[src/rtl/cordic_host_client.sv]
// Host-side initiator for the CORDIC engine: packs a command into request words,
// drains and tag-checks the response words, and presents one registered result beat.
module cordic_host_client #(
    parameter int TIMEOUT_CYCLES = 4096
) (
    input  logic        clk,
    input  logic        reset_n,
    input  logic        cmd_valid,
    output logic        cmd_ready,
    input  logic [7:0]  cmd_mode,
    input  logic [31:0] cmd_x,
    input  logic [31:0] cmd_y,
    input  logic        req_full,
    output logic        req_wr_en,
    output logic [47:0] req_data,
    input  logic        rsp_empty,
    output logic        rsp_rd_en,
    input  logic [47:0] rsp_data,
    output logic        res_valid,
    output logic [31:0] res0,
    output logic [31:0] res1,
    output logic [31:0] res2,
    output logic [1:0]  res_err,
    output logic        busy
);
    localparam int TW = $clog2(TIMEOUT_CYCLES + 1);
    localparam logic [TW-1:0] TMO_LIMIT = TW'(TIMEOUT_CYCLES);

    typedef enum logic [2:0] {
        S_IDLE,
        S_REQ0,
        S_REQ1,
        S_WAIT,
        S_SAMPLE,
        S_DONE
    } state_t;

    state_t        state_reg, state_next;
    logic [7:0]    mode_reg, mode_next;
    logic [31:0]   y_reg, y_next;
    logic [1:0]    idx_reg, idx_next;
    logic [TW-1:0] tmo_reg, tmo_next;
    logic          mismatch_reg, mismatch_next;
    logic [31:0]   slot_reg [3];
    logic [31:0]   slot_next [3];

    logic          cmd_ready_reg, cmd_ready_next;
    logic          req_wr_en_reg, req_wr_en_next;
    logic [47:0]   req_data_reg, req_data_next;
    logic          rsp_rd_en_reg, rsp_rd_en_next;
    logic          res_valid_reg, res_valid_next;
    logic [31:0]   res_reg [3];
    logic [31:0]   res_next [3];
    logic [1:0]    res_err_reg, res_err_next;
    logic          busy_reg, busy_next;

    function automatic logic [1:0] words_for_mode(input logic [7:0] mode);
        case (mode)
            8'd1, 8'd2, 8'd4: words_for_mode = 2'd2;
            8'd3:             words_for_mode = 2'd3;
            default:          words_for_mode = 2'd1;
        endcase
    endfunction

    function automatic logic [15:0] expected_tag(input logic [7:0] mode, input logic [1:0] idx);
        case (mode)
            8'd1, 8'd2, 8'd4: expected_tag = (idx == 2'd0) ? 16'h000A : 16'h000C;
            8'd3: begin
                case (idx)
                    2'd0:    expected_tag = 16'h000A;
                    2'd1:    expected_tag = 16'h000C;
                    default: expected_tag = 16'h000B;
                endcase
            end
            8'd5:    expected_tag = 16'h000E;
            8'd6:    expected_tag = 16'h000F;
            8'd7:    expected_tag = 16'h000D;
            default: expected_tag = 16'h000B;
        endcase
    endfunction

    // Every output is registered, so the next-state logic decides what each
    // strobe will be in the cycle after the current edge.
    always_comb begin
        state_next     = state_reg;
        mode_next      = mode_reg;
        y_next         = y_reg;
        idx_next       = idx_reg;
        tmo_next       = tmo_reg;
        mismatch_next  = mismatch_reg;
        slot_next      = slot_reg;
        req_wr_en_next = 1'b0;
        req_data_next  = req_data_reg;
        rsp_rd_en_next = 1'b0;
        res_valid_next = 1'b0;
        res_next       = res_reg;
        res_err_next   = res_err_reg;

        case (state_reg)
            S_IDLE: begin
                if (cmd_valid && cmd_ready_reg) begin
                    mode_next     = cmd_mode;
                    y_next        = cmd_y;
                    idx_next      = 2'd0;
                    tmo_next      = '0;
                    mismatch_next = 1'b0;
                    for (int i = 0; i < 3; i++) begin
                        slot_next[i] = '0;
                    end
                    if ((cmd_mode == 8'd0) || (cmd_mode > 8'd8)) begin
                        state_next     = S_DONE;
                        res_valid_next = 1'b1;
                        res_err_next   = 2'd1;
                        for (int i = 0; i < 3; i++) begin
                            res_next[i] = '0;
                        end
                    end else begin
                        state_next     = S_REQ0;
                        req_data_next  = {cmd_x, cmd_mode, 8'h00};
                        req_wr_en_next = !req_full;
                    end
                end
            end

            S_REQ0: begin
                if (req_wr_en_reg) begin
                    if (mode_reg == 8'd8) begin
                        state_next     = S_REQ1;
                        req_data_next  = {y_reg, mode_reg, 8'h00};
                        req_wr_en_next = !req_full;
                    end else begin
                        state_next     = S_WAIT;
                        rsp_rd_en_next = !rsp_empty;
                    end
                end else begin
                    req_wr_en_next = !req_full;
                end
            end

            S_REQ1: begin
                if (req_wr_en_reg) begin
                    state_next     = S_WAIT;
                    rsp_rd_en_next = !rsp_empty;
                end else begin
                    req_wr_en_next = !req_full;
                end
            end

            S_WAIT: begin
                if (rsp_rd_en_reg) begin
                    state_next = S_SAMPLE;
                end else if (!rsp_empty) begin
                    rsp_rd_en_next = 1'b1;
                end else begin
                    tmo_next = tmo_reg + TW'(1);
                    if (tmo_next == TMO_LIMIT) begin
                        state_next     = S_DONE;
                        res_valid_next = 1'b1;
                        res_err_next   = 2'd3;
                        res_next       = slot_reg;
                    end
                end
            end

            S_SAMPLE: begin
                // A wrong tag is remembered but the word is still stored and counted.
                slot_next[idx_reg] = rsp_data[31:0];
                if (rsp_data[47:32] != expected_tag(mode_reg, idx_reg)) begin
                    mismatch_next = 1'b1;
                end
                tmo_next = '0;
                idx_next = idx_reg + 2'd1;
                if (idx_next == words_for_mode(mode_reg)) begin
                    state_next     = S_DONE;
                    res_valid_next = 1'b1;
                    res_next       = slot_next;
                    res_err_next   = mismatch_next ? 2'd2 : 2'd0;
                end else begin
                    state_next     = S_WAIT;
                    rsp_rd_en_next = !rsp_empty;
                end
            end

            S_DONE: begin
                state_next = S_IDLE;
            end

            default: begin
                state_next = S_IDLE;
            end
        endcase

        cmd_ready_next = (state_next == S_IDLE);
        busy_next      = (state_next != S_IDLE);
    end

    always_ff @(posedge clk) begin
        if (!reset_n) begin
            state_reg     <= S_IDLE;
            mode_reg      <= '0;
            y_reg         <= '0;
            idx_reg       <= '0;
            tmo_reg       <= '0;
            mismatch_reg  <= 1'b0;
            cmd_ready_reg <= 1'b0;
            req_wr_en_reg <= 1'b0;
            req_data_reg  <= '0;
            rsp_rd_en_reg <= 1'b0;
            res_valid_reg <= 1'b0;
            res_err_reg   <= '0;
            busy_reg      <= 1'b0;
            for (int i = 0; i < 3; i++) begin
                slot_reg[i] <= '0;
                res_reg[i]  <= '0;
            end
        end else begin
            state_reg     <= state_next;
            mode_reg      <= mode_next;
            y_reg         <= y_next;
            idx_reg       <= idx_next;
            tmo_reg       <= tmo_next;
            mismatch_reg  <= mismatch_next;
            cmd_ready_reg <= cmd_ready_next;
            req_wr_en_reg <= req_wr_en_next;
            req_data_reg  <= req_data_next;
            rsp_rd_en_reg <= rsp_rd_en_next;
            res_valid_reg <= res_valid_next;
            res_err_reg   <= res_err_next;
            busy_reg      <= busy_next;
            for (int i = 0; i < 3; i++) begin
                slot_reg[i] <= slot_next[i];
                res_reg[i]  <= res_next[i];
            end
        end
    end

    assign cmd_ready = cmd_ready_reg;
    assign req_wr_en = req_wr_en_reg;
    assign req_data  = req_data_reg;
    assign rsp_rd_en = rsp_rd_en_reg;
    assign res_valid = res_valid_reg;
    assign res0      = res_reg[0];
    assign res1      = res_reg[1];
    assign res2      = res_reg[2];
    assign res_err   = res_err_reg;
    assign busy      = busy_reg;

endmodule
[config.mk]
export PLATFORM = sky130hd
export DESIGN_NAME = cordic_host_client
export DESIGN_NICKNAME = d
export VERILOG_FILES = /design/src/rtl/cordic_host_client.sv
export SDC_FILE = /design/constraint.sdc
export NUM_CORES = 1
export LEC_CHECK = 0
export ABC_AREA = 1
export BUFFER_PORTS_ARGS = -buffer_cell sky130_fd_sc_hd__buf_2
export CAP_MARGIN = 10
export CORE_MARGIN = 10
export CORE_UTILIZATION = 30
export DETAILED_ROUTE_END_ITERATION = 12
export SYNTH_ARGS = -nofsm -noshare
export SYNTH_HDL_FRONTEND = slang
export SYNTH_SLANG_ARGS = --single-unit
[constraint.sdc]
create_clock -name clk -period 2.5 [get_ports clk]
set_input_delay 0.625 -clock clk [delete_from_list [all_inputs] [get_ports clk]]
set_output_delay 0.625 -clock clk [all_outputs]
set_load 0.05 [all_outputs]
### Word-level counts from Yosys, hierarchy flattened

Index checks and enable logic that the tools add are counted.

| word-level totals | value |
|---|---|
| flip-flop bits (word level) | 306 |
| logic and storage cells | 140 |

| cells by class | value |
|---|---|
| $add $sub $neg | 2 |
| $lt $le $gt $ge | 3 |
| eq/ne operators | 25 |
| multiplexer cells | 71 |
| bitwise operators | 1 |
| reductions and logical operators | 19 |

Operators by type and width:

| cell | count |
|---|---|
| $mux 96 | 7 |
| $pmux 96 s3 | 1 |
| $mux 48 | 4 |
| $pmux 96 s2 | 1 |
| $bwmux 96 | 1 |
| $pmux 48 s2 | 1 |
| $demux 32 s2 | 1 |
| $mux 13 | 3 |
| $pmux 13 s3 | 1 |
| $eq 8x3->1 const B | 4 |
| $mux 32 | 1 |
| $pmux 3 s5 | 2 |
| $mux 3 | 9 |
| $mux 1 | 21 |
| $mux 2 | 9 |
| $ne 2x2->1 const B | 9 |
| $eq 8x2->1 const B | 2 |
| $mux 16 | 1 |
| $ne 16x16->1 | 1 |
| $add 13x1->13 const B | 1 |
| $eq 13x13->1 const B | 1 |
| $eq 8x1->1 const B | 1 |
| $eq 8x4->1 const B | 1 |
| $gt 8x4->1 const B | 1 |
| other kinds (28) | 37 |

### Longest topological paths before layout

| logic depth | value |
|---|---|
| depth after elaboration | 10 |
| mapped depth | 16 |
| mapped depth without buffers | 15 |

### Worst setup path before layout

No wires, ideal clock.

| timing path | value |
|---|---|
| kind | flip-flop to flip-flop |
| start point | reg tmo_reg[1] |
| end point | reg res_reg (netlist bit res0[12]) |
| setup time | 0.132 ns |
| data arrival time | 1.902 ns |
| setup slack | 0.466 ns |
| cell stages (with the launch flop) | 15 |
| cell sequence | dfxtp_1 ha_1 nand2_2 nor2_4 nand3_1 nand2_1 nand2_1 nor3_2 nand2_1 nand2_2 nand2_2 buf_6 buf_6 nand2_1 a21oi_1 |

| between the ends | value |
|---|---|
| longest elaborated chain between the ends | 4 |

RTL lines:

| what | line | text |
|---|---|---|
| from (decl) | 42 | `logic [TW-1:0] tmo_reg, tmo_next;` |
| from (signal assigned) | 221 | `tmo_reg <= tmo_next;` |
| $add 13x1->13 | 155 | `tmo_next = tmo_reg + TW'(1);` |
| $eq 13x13->1 | 156 | `if (tmo_next == TMO_LIMIT) begin` |
| $ne 2x2->1 (no line) | - |  |
| $reduce_and 7->1 (no line) | - |  |
| to (signal, indexed assignment) | 232 | `res_reg[i] <= res_next[i];` |
| to (decl) | 52 | `logic [31:0] res_reg [3];` |

Every way passes these cells.
A chain may end at the register's enable or synchronous reset.

### Final worst setup path

| timing path | value |
|---|---|
| start point | reg tmo_reg[1] |
| end point | reg res_reg (netlist bit res2[10]) |

Same word-level chain as after synthesis.

==> results.md <==
* Switching share of power at 41.5%
* Synth Warn # at 0
* Drc violations at 0
* DP HPWL at 33100 µm
* Area growth syn-to-layout at 23.5%
* Gpl congestion at 0.839
* Static Leakage at 6.50 nW
* HP Class: input pin to flop
* Synth Area in XOR/XNOR at 0.0646%
* Min-Delay Path Depth at 3
* CP endpoint kind: flop
* Worst-path fanout max at 11
* Total number of vias at 13900
* Num CTS Buffers at 35
* Setup Skew at 0.0333 ns
* Io pins at 276
* Drt wl/cell at 17.4 µm
* Largest net degree at the start of global routing at 101
* Clk pin slew, worst setup/hold paths at 0.06 ns
* Post-DRT Antenna Nets at 0
* CP startpoint kind: flop
* Fin. Hold Viols at 0
* Most common cell after layout, fill and taps aside: nand2_1
* Gr ovfl total at 0
* Max reg flops at 96
* Unique masters post-synth at 34
* Synthesized area per cell at 6.75 µm²
* CP arrival at 2.73 ns
* WS Path Type: flop to flop
* Vias in the first global route at 13200
* DIE HEIGHT at 233 µm
* Latest clock arrival within the worst-skew pair at 0.56 ns
* Initial Util at 30.5%
* Flop pwr share at 31.8%
* Reg2Reg Depth at 13
* Worst slew pin tran at 0.551 ns
* Sink Count at 298
* RSZ-0062 raised after global routing: no
* Cells after Synth at 2008
* Synth Area in Simple Gates at 24.0%
* Fillcell total at 4650
* Post-synthesis adder-cell area fraction at 0.554%
* Post-Syn Area at 13600 µm²
* Status: complete, no violations
* Max-slew headroom at 63.3%
* Setup TNS at 0 ns
* Pint at 0.00995 W
* Seq/Total Area, Yosys at 44.0%
* FF+latch count, synth at 298
* Reg area at 5970 µm²
* Root Buffer: clkbuf_16
* Total Wirelength at 49300 µm
* CTS tree: yes
* Share of cells above drive strength 1 at 17.2%
* Main combinational cell family by area after synthesis: simple AND/OR/NAND/NOR gates
* Overall routing resource usage at 17.1%
* Max-slew violations at 0
* Clock power share at 29.8%
* Max-cap violations at 0
* Post-CTS Hold Fix Bufs at 0
* Final #Nets at 2337
* F_max at 430 MHz
* Switch Pwr at 0.00706 W
* Final setup violation count at 0
* Final period utilization at 92.9%
* Most frequent cells in the layout: nand2_1 (523), o21ai_0 (309), dfxtp_1 (296), buf_2 (267), a21oi_1 (254)
* Min cycle time layout at 2.32 ns
* Power, Total at 0.0170 W
* Detailed Routing Iterations Pass 1 at 5
* Post-synthesis mux area share at 0%
* Area of the multi-input gates at 6290 µm²
* First-pass GRT wire length at 74300 µm
* Maximum vdd ir drop at 0.823 mV
* I/O Buffers at 267
* Logic pwr share at 38.4%
* Initial antenna violation count at 2
* Clock Tree Buf Depth at 3
* DIE WIDTH at 233 µm
* DR iter-0 viols at 1138
* Core area at 44400 µm²
* Post-synthesis compound-gate area fraction at 21.2%
* # rows at 77
* CP required at 2.91 ns
* Post-CTS Setup Inserts at 0
* Power per Cell Area at 1020 nW/µm²
* Via/cell ratio at 4.92
* Die area at 54100 µm²
* Total number of H-tree levels at 2
## path summary, 6_finish.rpt
check | start | end | slack, ns
worst max-delay path | tmo_reg[1] | res2[10] | 0.18
worst max register to register | tmo_reg[1] | res2[10] | 0.18
worst min-delay path | cmd_y[27] | y_reg[27] | 0.37
worst min register to register | y_reg[30] | y_reg[30] | 0.45
## per-layer routing
| layer | GRT usage, % | up-vias | wire length, µm |
|---|---|---|---|
| met5 | 0 | - | 0 |
| met4 | 6.35 | 0 | 1480 |
| met3 | 3.01 | 78 | 2740 |
| met2 | 28.6 | 407 | 23900 |
| met1 | 21.6 | 6515 | 21200 |
| li1 | - | 6894 | - |
## cells in the mapped netlist, drive strengths merged
cell	instances	area [µm²]
nor4	3	18.8
o21bai	2	15.0
nand3b	2	15.0
buf	43	282
o221ai	1	8.76
a31oi	2	12.5
o31ai	1	7.51
nor3	6	46.3
o21ai	310	1550
dfxtp	298	5970
ha	6	75.1
nand2	526	1980
inv	187	702
nand3	137	701
nand4	7	43.8
nor2	114	438
and3	1	6.26
clkbuf	104	390
xor2	1	8.76
nor3b	1	7.51
a21oi	254	1270
o311ai	1	8.76
conb	1	3.75
## worst max-delay path, stage by stage (launching register included)
cell and delay, ns:
dfxtp_2 0.36, ha_1 0.21, nand2_2 0.12, nor2_4 0.16, nand3_1 0.09, nand2_1 0.09, nand2_1 0.08, nor3_4 0.23
nand2_1 0.12, nand2_4 0.23, nand2_8 0.15, buf_4 0.21, nand2_1 0.07, a21oi_1 0.06
## kinds of logic after synthesis
family | count (synthesis)
other | 1
xor gates and xnor gates | 1
DFF | 298
AOI/OAI and AO/OA | 571
buffers and inverters | 334
and+or+nand+nor | 797
adders and majority gates | 6
## cell type report
| type | instances | share of cell area [%] |
|---|---|---|
| flip-flops and latches | 298 | 35.6 |
| clock buffers | 49 | 5.78 |
| repair buffers | 301 | 11.3 |
| well taps | 592 | 4.42 |
| inverters | 187 | 4.24 |
| diodes | 2 | 0.0299 |
| multi-input cells | 1383 | 37.6 |
| clock inverters | 14 | 0.972 |
## power groups by stage
stage	Sequential (W)	Clock [W]	Combinational, W
floorplan	0.00587	0	0.00387
global placement	0.00549	0	0.00616
detailed placement	0.00551	0	0.00621
CTS	0.00541	0.00516	0.00624
global route	0.00546	0.00533	0.00716
finish	0.00541	0.00506	0.00653
## what timing repair did
action                     4_1_cts  5_1_grt
hold endpoints to repair         0        0
setup endpoints to repair        0       99
resized for setup                0        8
## through the flow
step           hold slack [ns]  instances  area (µm²)  utilization (%)  setup WS [ns]
2_1_floorplan            0.425       2015       13600                -          0.466
3_3_place_gp             0.434       2758       15500             34.9          0.149
3_5_place_dp             0.438       2758       15500             34.9          0.106
4_1_cts                  0.351       2821       16600             37.4          0.120
5_1_grt                  0.384       2826       16700             37.7         0.0206
6_report                 0.373       2826       16700             37.7          0.177
Note: power is estimated with default switching activity, not from simulation.
